**config.mk**
```make
export PLATFORM = sky130hd
export DESIGN_NAME = mem_arbiter_flat
export DESIGN_NICKNAME = d
export VERILOG_FILES = /design/src/rtl/mem_arb_pkg.sv /design/src/rtl/mem_arbiter_if.sv /design/src/rtl/mem_arb_pick.sv /design/src/rtl/mem_arbiter.sv /design/src/flat_wrapper.sv
export SDC_FILE = /design/constraint.sdc
export NUM_CORES = 1
export LEC_CHECK = 0
export ABC_AREA = 1
export BUFFER_PORTS_ARGS = -buffer_cell sky130_fd_sc_hd__buf_4
export CORE_AREA = 2 2 105 107
export DETAILED_ROUTE_END_ITERATION = 10
export DIE_AREA = 0 0 107 109
export GPL_TIMING_DRIVEN = 1
export HOLD_SLACK_MARGIN = 0.02
export PLACE_DENSITY = 0.68
export SLEW_MARGIN = 15
export SYNTH_ARGS = -nofsm -noshare
export SYNTH_HDL_FRONTEND = slang
export SYNTH_SLANG_ARGS = --single-unit
```
**constraint.sdc**
```tcl
create_clock -name clk -period 1.2 [get_ports clk]
set_input_delay 0.12 -clock clk [delete_from_list [all_inputs] [get_ports clk]]
set_output_delay 0.12 -clock clk [all_outputs]
set_load 0.05 [all_outputs]
```
**src/rtl/mem_arb_pkg.sv**
```systemverilog
// Shared types and sizing helpers for the memory arbiter.
// Optional feature macro used by this block: MEM_ARB_RR_EN (round-robin tie-break).
package mem_arb_pkg;

    typedef enum logic [1:0] {
        IDLE  = 2'd0,
        BURST = 2'd1,
        DONE  = 2'd2
    } state_t;

    typedef enum logic {
        OWN_I = 1'b0,
        OWN_D = 1'b1
    } owner_t;

    // Width of the beat counter.
    function automatic int calc_bw(input int beats);
        return (beats > 1) ? $clog2(beats) : 1;
    endfunction

    // Number of low address bits covered by one line.
    function automatic int calc_off(input int beats, input int data_w);
        return $clog2(beats * data_w / 8);
    endfunction

    // Shift that turns a beat index into a byte offset.
    function automatic int calc_bsh(input int data_w);
        return $clog2(data_w / 8);
    endfunction

endpackage

```
**src/rtl/mem_arbiter_if.sv**
```systemverilog
// Bus bundle between the two cache refill ports, the arbiter and main memory.
// The arbiter uses the slave modport; the cache/memory side uses master.
// Optional feature macro of this block: MEM_ARB_RR_EN (affects the arbiter only).
interface mem_arbiter_if
    import mem_arb_pkg::*;
#(
    parameter int BEATS  = 4,
    parameter int ADDR_W = 32,
    parameter int DATA_W = 32
);
    localparam int BW = calc_bw(BEATS);

    // instruction-cache port
    logic              i_req;
    logic [ADDR_W-1:0] i_addr;
    logic              i_rvalid;
    logic [DATA_W-1:0] i_rdata;
    logic              i_done;
    // data-cache port
    logic              d_req;
    logic              d_we;
    logic [ADDR_W-1:0] d_addr;
    logic [DATA_W-1:0] d_wdata;
    logic              d_wready;
    logic              d_rvalid;
    logic [DATA_W-1:0] d_rdata;
    logic              d_done;
    // status and memory port
    logic [BW-1:0]     beat_o;
    logic              mem_req;
    logic              mem_we;
    logic [ADDR_W-1:0] mem_addr;
    logic [DATA_W-1:0] mem_wdata;
    logic              mem_ready;
    logic [DATA_W-1:0] mem_rdata;

    modport slave (
        input  i_req, i_addr, d_req, d_we, d_addr, d_wdata, mem_ready, mem_rdata,
        output i_rvalid, i_rdata, i_done, d_wready, d_rvalid, d_rdata, d_done,
               beat_o, mem_req, mem_we, mem_addr, mem_wdata
    );

    modport master (
        output i_req, i_addr, d_req, d_we, d_addr, d_wdata, mem_ready, mem_rdata,
        input  i_rvalid, i_rdata, i_done, d_wready, d_rvalid, d_rdata, d_done,
               beat_o, mem_req, mem_we, mem_addr, mem_wdata
    );

endinterface

```
**src/rtl/mem_arb_pick.sv**
```systemverilog
// Grant selection between the I and D refill ports.
// MEM_ARB_RR_EN defined: ties go to the port not served last.
// MEM_ARB_RR_EN undefined: ties always go to D.
module mem_arb_pick
    import mem_arb_pkg::*;
(
    input  logic   i_req_i,
    input  logic   d_req_i,
    input  owner_t last_owner_i,
    output logic   grant_valid_o,
    output owner_t grant_owner_o
);

    owner_t tie_owner;

`ifdef MEM_ARB_RR_EN
    assign tie_owner = (last_owner_i == OWN_I) ? OWN_D : OWN_I;
`else
    // Fixed priority never looks at history; keep the input visibly consumed.
    logic unused_last_owner;
    assign unused_last_owner = last_owner_i;
    assign tie_owner         = OWN_D;
`endif

    // Single requester wins outright; a tie defers to the configured policy.
    always_comb begin
        grant_valid_o = i_req_i | d_req_i;
        grant_owner_o = OWN_I;
        if (i_req_i && d_req_i) begin
            grant_owner_o = tie_owner;
        end else if (d_req_i) begin
            grant_owner_o = OWN_D;
        end
    end

endmodule

```
**src/rtl/mem_arbiter.sv**
```systemverilog
// Shares one main-memory port between I-cache refills and D-cache refills/write-backs.
// Each grant is a BEATS-word line burst: IDLE (arbitrate) -> BURST -> DONE (one-cycle done).
// Optional feature macro: MEM_ARB_RR_EN selects round-robin tie-breaking (see mem_arb_pick).
module mem_arbiter
    import mem_arb_pkg::*;
#(
    parameter int BEATS  = 4,
    parameter int ADDR_W = 32,
    parameter int DATA_W = 32
)
(
    input  logic           clk,
    input  logic           rst,
    mem_arbiter_if.slave   bus
);

    localparam int BW  = calc_bw(BEATS);
    localparam int OFF = calc_off(BEATS, DATA_W);
    localparam int BSH = calc_bsh(DATA_W);
    localparam logic [ADDR_W-1:0] LINE_MASK = ~((ADDR_W'(1) << OFF) - ADDR_W'(1));
    localparam logic [BW-1:0]     LAST_BEAT = BW'(BEATS - 1);

    state_t            state_q, state_d;
    owner_t            owner_q, owner_d;
    owner_t            last_owner_q, last_owner_d;
    logic [BW-1:0]     beat_q, beat_d;
    logic [ADDR_W-1:0] base_q, base_d;
    logic              we_q, we_d;

    logic              grant_valid;
    owner_t            grant_owner;

    mem_arb_pick u_pick (
        .i_req_i       (bus.i_req),
        .d_req_i       (bus.d_req),
        .last_owner_i  (last_owner_q),
        .grant_valid_o (grant_valid),
        .grant_owner_o (grant_owner)
    );

    // State and burst context registers; reset aborts any burst silently.
    always_ff @(posedge clk) begin
        if (rst) begin
            state_q      <= IDLE;
            owner_q      <= OWN_I;
            last_owner_q <= OWN_I;
            beat_q       <= '0;
            base_q       <= '0;
            we_q         <= 1'b0;
        end else begin
            state_q      <= state_d;
            owner_q      <= owner_d;
            last_owner_q <= last_owner_d;
            beat_q       <= beat_d;
            base_q       <= base_d;
            we_q         <= we_d;
        end
    end

    // Next-state: grant in IDLE, count accepted beats in BURST, single DONE cycle.
    always_comb begin
        state_d      = state_q;
        owner_d      = owner_q;
        last_owner_d = last_owner_q;
        beat_d       = beat_q;
        base_d       = base_q;
        we_d         = we_q;
        case (state_q)
            IDLE: begin
                if (grant_valid) begin
                    owner_d      = grant_owner;
                    last_owner_d = grant_owner;
                    base_d       = ((grant_owner == OWN_D) ? bus.d_addr : bus.i_addr) & LINE_MASK;
                    // The I port is read-only, so its bursts never write.
                    we_d         = (grant_owner == OWN_D) && bus.d_we;
                    beat_d       = '0;
                    state_d      = BURST;
                end
            end
            BURST: begin
                if (bus.mem_ready) begin
                    if (beat_q == LAST_BEAT) begin
                        beat_d  = '0;
                        state_d = DONE;
                    end else begin
                        beat_d  = beat_q + 1'b1;
                    end
                end
            end
            DONE: begin
                // Requests seen here are deliberately ignored.
                state_d = IDLE;
            end
            default: begin
                state_d = IDLE;
            end
        endcase
    end

    logic              in_burst;
    logic              beat_fire;
    logic              own_d;
    logic [ADDR_W-1:0] beat_off;

    assign in_burst  = (state_q == BURST);
    assign beat_fire = in_burst && bus.mem_ready;
    assign own_d     = (owner_q == OWN_D);
    assign beat_off  = ADDR_W'(beat_q) << BSH;

    // Outputs decode from the registered state; anything not owned stays 0.
    always_comb begin
        bus.mem_req   = in_burst;
        bus.mem_we    = in_burst && we_q;
        bus.mem_addr  = in_burst ? (base_q + beat_off) : '0;
        bus.mem_wdata = (in_burst && we_q) ? bus.d_wdata : '0;
        bus.i_rvalid  = beat_fire && !own_d && !we_q;
        bus.d_rvalid  = beat_fire &&  own_d && !we_q;
        bus.d_wready  = beat_fire &&  own_d &&  we_q;
        bus.i_rdata   = (beat_fire && !own_d && !we_q) ? bus.mem_rdata : '0;
        bus.d_rdata   = (beat_fire &&  own_d && !we_q) ? bus.mem_rdata : '0;
        bus.i_done    = (state_q == DONE) && !own_d;
        bus.d_done    = (state_q == DONE) &&  own_d;
        bus.beat_o    = beat_q;
    end

endmodule
```
**src/flat_wrapper.sv**
```systemverilog
// flat-port wrapper written by rule: the top's interface ports become plain ports
module mem_arbiter_flat import mem_arb_pkg::*;
#(
    parameter int BEATS  = 4,
    parameter int ADDR_W = 32,
    parameter int DATA_W = 32
)
  (clk, rst, bus_i_req, bus_i_addr, bus_d_req, bus_d_we, bus_d_addr, bus_d_wdata, bus_mem_ready, bus_mem_rdata, bus_i_rvalid, bus_i_rdata, bus_i_done, bus_d_wready, bus_d_rvalid, bus_d_rdata, bus_d_done, bus_beat_o, bus_mem_req, bus_mem_we, bus_mem_addr, bus_mem_wdata);
  mem_arbiter_if #(.BEATS(BEATS), .ADDR_W(ADDR_W), .DATA_W(DATA_W)) bus_i ();
  input  logic clk;
  input  logic rst;
  input wire logic [$bits(bus_i.i_req)-1:0] bus_i_req;
  input wire logic [$bits(bus_i.i_addr)-1:0] bus_i_addr;
  input wire logic [$bits(bus_i.d_req)-1:0] bus_d_req;
  input wire logic [$bits(bus_i.d_we)-1:0] bus_d_we;
  input wire logic [$bits(bus_i.d_addr)-1:0] bus_d_addr;
  input wire logic [$bits(bus_i.d_wdata)-1:0] bus_d_wdata;
  input wire logic [$bits(bus_i.mem_ready)-1:0] bus_mem_ready;
  input wire logic [$bits(bus_i.mem_rdata)-1:0] bus_mem_rdata;
  output wire logic [$bits(bus_i.i_rvalid)-1:0] bus_i_rvalid;
  output wire logic [$bits(bus_i.i_rdata)-1:0] bus_i_rdata;
  output wire logic [$bits(bus_i.i_done)-1:0] bus_i_done;
  output wire logic [$bits(bus_i.d_wready)-1:0] bus_d_wready;
  output wire logic [$bits(bus_i.d_rvalid)-1:0] bus_d_rvalid;
  output wire logic [$bits(bus_i.d_rdata)-1:0] bus_d_rdata;
  output wire logic [$bits(bus_i.d_done)-1:0] bus_d_done;
  output wire logic [$bits(bus_i.beat_o)-1:0] bus_beat_o;
  output wire logic [$bits(bus_i.mem_req)-1:0] bus_mem_req;
  output wire logic [$bits(bus_i.mem_we)-1:0] bus_mem_we;
  output wire logic [$bits(bus_i.mem_addr)-1:0] bus_mem_addr;
  output wire logic [$bits(bus_i.mem_wdata)-1:0] bus_mem_wdata;
  assign bus_i.i_req = bus_i_req;
  assign bus_i.i_addr = bus_i_addr;
  assign bus_i.d_req = bus_d_req;
  assign bus_i.d_we = bus_d_we;
  assign bus_i.d_addr = bus_d_addr;
  assign bus_i.d_wdata = bus_d_wdata;
  assign bus_i.mem_ready = bus_mem_ready;
  assign bus_i.mem_rdata = bus_mem_rdata;
  assign bus_i_rvalid = bus_i.i_rvalid;
  assign bus_i_rdata = bus_i.i_rdata;
  assign bus_i_done = bus_i.i_done;
  assign bus_d_wready = bus_i.d_wready;
  assign bus_d_rvalid = bus_i.d_rvalid;
  assign bus_d_rdata = bus_i.d_rdata;
  assign bus_d_done = bus_i.d_done;
  assign bus_beat_o = bus_i.beat_o;
  assign bus_mem_req = bus_i.mem_req;
  assign bus_mem_we = bus_i.mem_we;
  assign bus_mem_addr = bus_i.mem_addr;
  assign bus_mem_wdata = bus_i.mem_wdata;
  mem_arbiter #(.BEATS(BEATS), .ADDR_W(ADDR_W), .DATA_W(DATA_W)) u_core (.clk(clk), .rst(rst), .bus(bus_i));
endmodule
```
==> qor.txt, run 1 <==
failing checks -> setup timing
Core Util, Final -> 0.6947
asr flop ratio synth -> 0
nets -> 921
critical path's slowest cell -> dfxtp_2
total CTS buffers -> 5
antenna violations before repair -> 1
Ports -> 271
CTS tree -> yes
Mapped Cells -> 500
MaxCap Viol Count -> 0
first-pass GRT wire length -> 20980 um
slowest stage delay, CP -> 0.33 ns
Starting DRT DRC Count -> 182
Commonest cells post-synth -> 157 x nor2_1, 102 x inv_1, 95 x nand2_1, 34 x dfxtp_1, 32 x a21oi_1
critical path capture point type -> output port
Core Box Area -> 10600 sq um
Total GRT Usage -> 0.2318
Crit Path Max Fanout -> 5
Syn. warnings -> 0
Bufs and invs on worst path -> 5
max-slew violation count -> 0
Hold WC Path Type -> in2reg
Fillers -> 807
Startpoint Class -> register
status -> complete, but fails checks
Most used DFF post-synth -> dfxtp_1
Max Clock Freq -> 592.5 MHz
post-route design area -> 7366 sq um
post-detailed-placement half-perimeter wirelength -> 10170 um
routed wire length -> 15890 um
Final Non-Filler Cells -> 928
clock sink count -> 34
Antenna Violating Nets Remaining -> 0
area delta synth->final -> 185.8%
layout cells sized above 1 -> 0.6404
min-delay src -> rst
Hold WS -> 0.04172 ns
FF+latch count, synth -> 34
Worst Path Arrival -> 1.57 ns
reg2reg start -> u_core.state_q[0]
dominant cells by area after synthesis -> dfxtp_1 26%, nor2_1 23%, inv_1 15%
GPL Wtd Cong -> 0.8790
R2R cell count -> 8
DRC -> 0
minimum clock period after layout -> 1.688 ns
Overflow after GRT -> 0
Die X -> 107 um
stages on the worst setup path -> 8
root buffer cell -> clkbuf_8
drt via density -> 4.533
placed cell count -> 895
Worst R2R End -> u_core.bus.beat_o[1]
die area -> 11660 sq um
post-route setup slack -> -0.4876 ns
end of the worst hold path -> u_core.bus.beat_o[0]
Final Cycle Share -> 1.406
effective utilization at floorplan -> 0.2431
Hold Crit Depth -> 2
sequential element share of the synthesized area -> 0.2641
cell family with the largest share of critical-path delay -> buffers and inverters
Synth area leader -> dfxtp_1
power per cell area -> 676.6 nW/um^2
Buffers on Ports -> 260
Worst EP required -> 1.08 ns
PnR Total Power -> 4.984 mW
Synth top area share -> 0.2641
Pleak -> 3.521 nW
Wirelength per Cell -> 17.12 um
vias in the first global route -> 4070
clock skew -> 0.004006 ns
post-synthesis cell area -> 2577 sq um
top-count cell post-synth -> nor2_1
DIE HEIGHT -> 109 um
maximum vdd drop -> 0.0004466 V
Placed Area -> 5530 sq um
via count -> 4207
row count -> 38
reg2reg setup slack -> -0.27 ns
library cells used by synthesis -> 20
setup violators final -> 166
htree depth -> 2
cells along the critical path -> inv_4 > nand3_4 > inv_4 > nand3_4 > buf_12 > buf_16 > nor2_4 > buf_8
drt first pass iters -> 4
final hold vios -> 0
Mapped Avg Cell Area -> 5.155 sq um
RSZ-0062 raised after global routing -> yes
CTS Buffer Depth -> 2
Clock Latency Late Sink -> 0.28 ns
CP Class -> reg2out
clock-pin slew of the registers on the worst-case setup and hold paths -> 0.07 ns
largest net degree at the start of global routing -> 30
EDFF count, synth -> 0
==> how the worst max path moves through the flow <==
stage	slack, ns	startpoint	to
6_report	-0.49	u_core.state_q[1]	bus_i_rdata[9]
5_1_grt	-0.55	u_core.state_q[1]	bus_d_rdata[13]
4_1_cts	-0.43	u_core.state_q[1]	bus_d_rdata[1]
3_5_place_dp	-0.18	u_core.state_q[1]	bus_i_rdata[0]
3_3_place_gp	-0.14	u_core.state_q[1]	bus_i_rdata[0]
2_1_floorplan	-0.34	u_core.state_q[0]	bus_i_done
==> logic make-up after synthesis <==
logic type      count (synthesis)  share of synthesized area
compound gates                 61                     0.1184
fa+ha+maj                       1                   0.004854
buf+inv                       139                     0.2155
flops                          34                     0.2641
other cells                     1                   0.001455
simple gates                  264                     0.3956
==> final cells by class <==
class / instances / area (sq um) / share of cell area
well taps: 140 / 175.2 / 0.02378
clock buffers: 7 / 86.33 / 0.01172
multi-input cells: 328 / 2472 / 0.3357
inverters: 107 / 436.7 / 0.05928
diodes: 1 / 2.502 / 0.0003397
repair buffers: 310 / 3495 / 0.4744
clock inverters: 1 / 5.005 / 0.0006795
flip-flops and latches: 34 / 693.2 / 0.09411
==> report_power, final <==
| part | internal (mW) | switching [mW] | leakage (nW) | total (mW) |
|---|---|---|---|---|
| Clock | 0.463 | 0.410 | 0.0482 | 0.873 |
| Combinational | 1.19 | 1.61 | 3.19 | 2.80 |
| Sequential | 1.24 | 0.0728 | 0.285 | 1.31 |
| Total | 2.89 | 2.09 | 3.52 | 4.98 |
==> placed cells by master (no fill, tap or decap), drive strengths merged <==
| cell type | instances |
|---|---|
| a21oi | 32 |
| and2 | 1 |
| buf | 303 |
| clkbuf | 14 |
| clkinv | 3 |
| conb | 2 |
| dfxtp | 34 |
| diode | 1 |
| ha | 1 |
| inv | 105 |
| nand2 | 95 |
| nand3 | 6 |
| nor2 | 158 |
| nor3 | 3 |
| nor4 | 1 |
| o21ai | 29 |
==> flip-flops by register name (all words and copies together) (netlist names) <==
register and flops:
u_core.state_q 2, u_core.own_d 1, u_core.we_q 1, u_core.bus.beat_o 2, u_core.base_q 28
==> routing by layer <==
metal,GRT usage,routed length [um],share of wire,vias to the layer above
met4,0.08905,641,0.040,0
met1,0.2590,5823,0.37,1939
met3,0.05439,1072,0.067,37
met5,0,0,0,-
li1,-,-,-,2028
met2,0.4263,8352,0.53,203
==> per-stage QoR <==
stage	worst slack, ns	TNS (ns)
2_1_floorplan	-0.3434	-32.74
3_3_place_gp	-0.1417	-10.58
3_5_place_dp	-0.1751	-12.98
4_1_cts	-0.4272	-45.09
5_1_grt	-0.5478	-63.49
6_report	-0.4876	-54.64
==> timing repair <==
| action | in CTS | in global routing |
|---|---|---|
| pin swaps | 10 | 10 |
| setup buffers | 11 | 4 |
| endpoints found under the setup margin | 165 | 159 |
| hold buffers | 0 | 0 |
| cloned | 9 | 8 |
| gates resized for setup | 248 | 101 |
Power figures use the tool's default switching activity.
==> run 2: changes to the inputs <==
Settings changed: ABC_AREA 1 to not set, GPL_ROUTABILITY_DRIVEN set to 0.
==> run 2 against run 1 <==
- the run still ends with setup timing left
- final cell count shrank 20%
- critical path depth shrank 3
- power shrank 3.1%
- global-route usage shrank 0.80 points
- synthesized area grew 1.7%
==> qor.txt, run 2 <==
status -> complete, but fails checks
failing checks -> setup timing
area delta synth->final -> 166.7%
Wirelength per Cell -> 18.95 um (+11%)
slew margin rel. -> 0.6601
via count -> 3510 (-17%)
Clock Latency Late Sink -> 0.29 ns (about the same)
vias in the first global route -> 3459 (-15%)
final hold vios -> 0 (unchanged)
nets -> 731 (-21%)
post-route setup slack -> -0.5182 ns (-0.03055 ns)
row count -> 38 (unchanged)
Most used DFF post-synth -> dfxtp_1
dominant cells by area after synthesis -> dfxtp_1 26%, and2_1 23%, mux2i_1 11%
Final Cycle Share -> 1.432 (+0.02546)
Antenna Violating Nets Remaining -> 0 (unchanged)
Startpoint Class -> register
total CTS buffers -> 5 (unchanged)
CTS Buffer Depth -> 2 (unchanged)
routed wire length -> 14000 um (-12%)
Core Box Area -> 10600 sq um (unchanged)
asr flop ratio synth -> 0 (unchanged)
Top reg by flops -> u_core.base_q
RSZ-0062 raised after global routing -> yes
post-detailed-placement half-perimeter wirelength -> 8820 um (-13%)
Die X -> 107 um (unchanged)
Hold WC Path Type -> in2reg
minimum clock period after layout -> 1.718 ns (+0.03055 ns)
placed cell count -> 699 (-22%)
post-route design area -> 6988 sq um (-5.1%)
antenna violations before repair -> 2 (+1)
CTS tree -> yes
library cells used by synthesis -> 32 (+60%)
Commonest cells post-synth -> 95 x and2_1, 34 x dfxtp_1, 33 x and3_1, 32 x a21oi_1, 28 x mux2i_1
sequential element share of the synthesized area -> 0.2598 (-0.004288)
Crit Path Max Fanout -> 33 (+28)
Final Non-Filler Cells -> 739 (-20%)
DIE HEIGHT -> 109 um (unchanged)
MaxCap Viol Count -> 0 (unchanged)
CP Class -> reg2out
power per cell area -> 691.2 nW/um^2 (+2.2%)
Placed Area -> 5259 sq um (-4.9%)
root buffer cell -> clkbuf_8
layout cells sized above 1 -> 0.8157 (+0.1753)
post-synthesis cell area -> 2620 sq um (+1.7%)
Max Clock Freq -> 582.0 MHz (-1.8%)
Ports -> 271 (unchanged)
top-count cell post-synth -> and2_1
max FFs per register -> 28 (unchanged)
Synth area leader -> dfxtp_1
first-pass GRT wire length -> 20070 um (-4.3%)
htree depth -> 2 (unchanged)
Overflow after GRT -> 0 (unchanged)
Synth top area share -> 0.2598 (-0.004288)
DRC -> 0 (unchanged)
Total GRT Usage -> 0.2238 (-0.007956)
clock sink count -> 34 (unchanged)
PnR Total Power -> 4.830 mW (-3.1%)
Worst Path Arrival -> 1.60 ns (+0.03 ns)
setup violators final -> 166 (unchanged)
Fillers -> 739 (-8.4%)
Worst EP required -> 1.08 ns (about the same)
effective utilization at floorplan -> 0.2471 (+0.004012)
most frequent cells in the layout -> 137 x buf_4, 130 x buf_8, 92 x and2_4
EDFF count, synth -> 0 (unchanged)
clock skew -> 0.01344 ns (+0.009434 ns)
drt via density -> 4.750 (+4.8%)
die area -> 11660 sq um (unchanged)
Starting DRT DRC Count -> 155 (-15%)
maximum vdd drop -> 0.0005403 V (+21%)
Syn. warnings -> 0 (unchanged)
dpl ws -> -0.2202 ns (-0.04507 ns)
largest net degree at the start of global routing -> 35 (+17%)
drt first pass iters -> 4 (unchanged)
Mapped Avg Cell Area -> 8.424 sq um (+63%)
most common cell after layout, fill and taps aside -> buf_4
Buffers on Ports -> 260 (unchanged)
FF+latch count, synth -> 34 (unchanged)
Mapped Cells -> 311 (-38%)
clock-pin slew of the registers on the worst-case setup and hold paths -> 0.08 ns (about the same)
Pleak -> 3.230 nW (-8.3%)
Post-CTS Hold Buffers -> 0 (unchanged)
critical path capture point type -> output port
Worst-Margin Slew -> 0.5098 ns
max-slew violation count -> 0 (unchanged)
[run 2: cell count changes in the layout (fill, tap and decap cells not counted), moves of 20 or more]
cell      delta
o21ai_2     -27
a211oi_2    +20
buf_6       -80
inv_1       -98
mux2i_1     +28
nor2_1      -28
nand2_1     -88
nor2_4     -118
and3_4      +33
and2_4      +91
buf_8       +86
[run 2: through the flow]
stage / hold WS (ns) / TNS, ns / utilization
2_1_floorplan: 0.2602 / -13.25 / -
3_3_place_gp: 0.4027 / -21.20 / 0.4960
3_5_place_dp: 0.4066 / -22.94 / 0.4960
4_1_cts: 0.09411 / -67.16 / 0.6487
5_1_grt: 0.1283 / -76.14 / 0.6591
6_report: 0.1117 / -67.66 / 0.6591
[run 2: cell type report]
class                      count  area, sq um  share of cell area
antenna                        2        5.005           0.0007162
clock buffer                   7        86.33             0.01235
clock inverter                 1        5.005           0.0007162
multi-input combinational    243         2216              0.3171
sequential                    34        698.2             0.09991
tap                          140        175.2             0.02507
timing repair buffer         312         3802              0.5441
[run 2: layer usage]
| layer | global-route usage | vias up | wire length [um] | part of all wire |
|---|---|---|---|---|
| met5 | 0 | - | 0 | 0 |
| met4 | 0.06401 | 0 | 257 | 0.018 |
| met3 | 0.05200 | 24 | 897 | 0.064 |
| met2 | 0.4104 | 166 | 7425 | 0.53 |
| met1 | 0.2599 | 1670 | 5420 | 0.39 |
| li1 | - | 1650 | - | - |
[run 2: what timing repair did]
item                                    in CTS  in global routing
setup buffers                               14                  9
resized for setup                          285                 33
cloned                                      11                  6
endpoints found under the setup margin     165                167
pin swaps                                   33                 13
[run 2: kinds of logic (layout without fill, tap and decap cells)]
family          Yosys count  count (layout)  synth area share
compound gates           65              65            0.1920
fa+ha+maj                 1               1          0.004775
buf+inv                  35             320           0.06781
flops                    34              34            0.2598
mux                      28              28            0.1070
other cells               1               4          0.001431
simple gates            147             147            0.3672
[run 2: final timing paths]
check	start	end	slack, ns	depth (start not counted)
hold reg to reg	u_core.base_q[25]	u_core.base_q[25]	0.52	2
setup reg to reg	u_core.state_q[0]	u_core.base_q[18]	-0.27	6
setup / recovery	u_core.state_q[0]	bus_d_rdata[0]	-0.52	5
hold / removal	bus_d_we	u_core.we_q	0.11	3
[run 2: power by group]
group / switching [mW] / leakage, nW / internal (mW) / total (mW)
logic: 1.26 / 2.90 / 1.37 / 2.63
registers: 0.0697 / 0.286 / 1.23 / 1.30
clock network: 0.430 / 0.0482 / 0.463 / 0.894
total: 1.76 / 3.23 / 3.07 / 4.83
[run 2: worst max-delay path, stage by stage (launching register included)]
cell and delay (ns):
dfxtp_4 0.37, nand2_4 0.06, nor4b_4 0.32, buf_12 0.23, and2_2 0.17, buf_6 0.15
==> run 3: changes to the inputs <==
Settings changed: PLACE_DENSITY 0.68 to 0.61.
==> run 3 against run 2 <==
- setup slack worse by 0.00067 ns
- register-to-register slack better by 0.10 ns
- die area stayed put
- the flow still finishes with violations (setup timing)
- worst hold slack worse by 0.024 ns
- clock power is 1% higher
- flip-flop and latch count stayed put
- largest power group unchanged
- via count hardly changed
- clock-buffer cell count is 1 lower
- critical path depth stayed put
==> qor.txt, run 3 (synthesis gave the netlist of run 2 again) <==
critical path's slowest cell -> dfxtp_4
Overflow after GRT -> 0 (unchanged)
Die X -> 107 um (unchanged)
status -> complete, but fails checks
MaxCap Viol Count -> 0 (unchanged)
first-pass GRT wire length -> 18680 um (-6.9%)
setup violators final -> 166 (unchanged)
die area -> 11660 sq um (unchanged)
Clock Latency Late Sink -> 0.29 ns (about the same)
CTS tree -> yes
final hold vios -> 0 (unchanged)
Core Util, Final -> 0.6617 (+0.002596)
clock-pin slew of the registers on the worst-case setup and hold paths -> 0.07 ns (about the same)
via count -> 3509 (-0.028%)
Post-CTS Hold Buffers -> 0 (unchanged)
Wirelength per Cell -> 18.54 um (-2.2%)
RSZ-0062 raised after global routing -> yes
failing checks -> setup timing
Bufs and invs on worst path -> 3 (+1)
largest net degree at the start of global routing -> 35 (unchanged)
critical path capture point type -> output port
Antenna Violating Nets Remaining -> 0 (unchanged)
cell family with the largest share of critical-path delay -> buffers and inverters
area delta synth->final -> 167.8%
reg2reg setup slack -> -0.17 ns (+0.10 ns)
vias in the first global route -> 3429 (-0.87%)
setup_tns -> -60.42 ns (+7.243 ns)
slowest stage delay, CP -> 0.38 ns (about the same)
cells along the critical path -> nor4b_4 > buf_6 > clkbuf_16 > and2_4 > buf_8
drt via density -> 4.742 (-0.16%)
drt first pass iters -> 4 (unchanged)
maximum vdd drop -> 0.0005387 V (-0.30%)
Starting DRT DRC Count -> 148 (-4.5%)
Pleak -> 3.208 nW (-0.69%)
Core Box Area -> 10600 sq um (unchanged)
layout cells sized above 1 -> 0.8543 (+0.03853)
power per cell area -> 682.0 nW/um^2 (-1.3%)
Crit Path Max Fanout -> 8 (-76%)
clock skew -> 0.004385 ns (-0.009055 ns)
antenna violations before repair -> 2 (unchanged)
post-detailed-placement half-perimeter wirelength -> 8879 um (+0.67%)
routed wire length -> 13720 um (-2.0%)
dpl ws -> -0.2181 ns (+0.002037 ns)
CTS Buffer Depth -> 2 (unchanged)
clock sink count -> 34 (unchanged)
minimum clock period after layout -> 1.719 ns (+0.0006660 ns)
effective utilization at floorplan -> 0.2471 (unchanged)
Startpoint Class -> register
Hold WC Path Type -> in2reg
Ports -> 271 (unchanged)
Total GRT Usage -> 0.2055 (-0.01834)
most common cell after layout, fill and taps aside -> buf_8
htree depth -> 2 (unchanged)
row count -> 38 (unchanged)
Max Clock Freq -> 581.8 MHz (about the same)
Top reg by flops -> u_core.base_q
DIE HEIGHT -> 109 um (unchanged)
max FFs per register -> 28 (unchanged)
Worst Path Arrival -> 1.60 ns (about the same)
Buffers on Ports -> 260 (unchanged)
Worst EP required -> 1.08 ns (about the same)
slew margin rel. -> 0.6267 (-0.03338)
total CTS buffers -> 5 (unchanged)
nets -> 731 (unchanged)
most frequent cells in the layout -> 140 x buf_8, 134 x buf_4, 94 x and2_4
CP Class -> reg2out
root buffer cell -> clkbuf_8
Worst-Margin Slew -> 0.5599 ns (+0.05007 ns)
DRC -> 0 (unchanged)
post-route setup slack -> -0.5189 ns (-0.0006660 ns)
max-slew violation count -> 0 (unchanged)
Hold WS -> 0.08735 ns (-0.02438 ns)
Final Cycle Share -> 1.432 (about the same)
[run 3: changes by cell type in the layout (fill, tap and decap cells not counted), sizes merged]
cell,change
buf,+1
bufbuf,-1
clkbuf,-1
diode,+1
inv,+1
[run 3: worst reg2reg max path: cells and delay by family, from the launching register on]
kind | cells | cell delay (ns)
buffers and inverters | 3 | 0.39
AO/OA/AOI/OAI | 1 | 0.06
AND/OR/NAND/NOR | 2 | 0.40
flip-flops | 1 | 0.38
[run 3: final timing paths]
path	depth (start not counted)	start	end
setup reg to reg	6	u_core.state_q[1]	u_core.base_q[9]
hold reg to reg	2	u_core.base_q[14]	u_core.base_q[14]
setup / recovery	5	u_core.state_q[1]	bus_d_rdata[11]
hold / removal	3	bus_d_we	u_core.we_q
[run 3: metal layers]
layer  GRT usage  wire length [um]
met5           0                 0
met4     0.06957               399
met3     0.04244               802
met2      0.3722              7357
met1      0.2412              5159
[run 3: stage by stage]
step	std cells	cell area, sq um	total power, mW
2_1_floorplan	312	3097	2.545
3_3_place_gp	702	5231	3.219
3_5_place_dp	702	5231	3.243
4_1_cts	736	6656	4.734
5_1_grt	739	7013	5.010
6_report	740	7015	4.785
[run 3: where the power goes]
group          internal, mW  total (mW)  switching [mW]
combinational          1.31        2.57            1.26
clock                 0.463       0.904           0.441
sequential             1.24        1.31          0.0784
[run 3: cell type report]
type                       instances  area (sq um)
multi-input combinational        243          2330
fill                             770          3587
clock inverter                     2         11.26
timing repair buffer             312          3714
antenna                            3         7.507
tap                              140         175.2
sequential                        34         695.7
clock buffer                       6         82.58
[run 3: timing repair]
item,4_1_cts,5_1_grt
buffers inserted,17,7
endpoints found under the setup margin,165,166
cloned,9,6
endpoints found under the hold margin,0,0
resized for setup,252,112
pin swaps,42,51
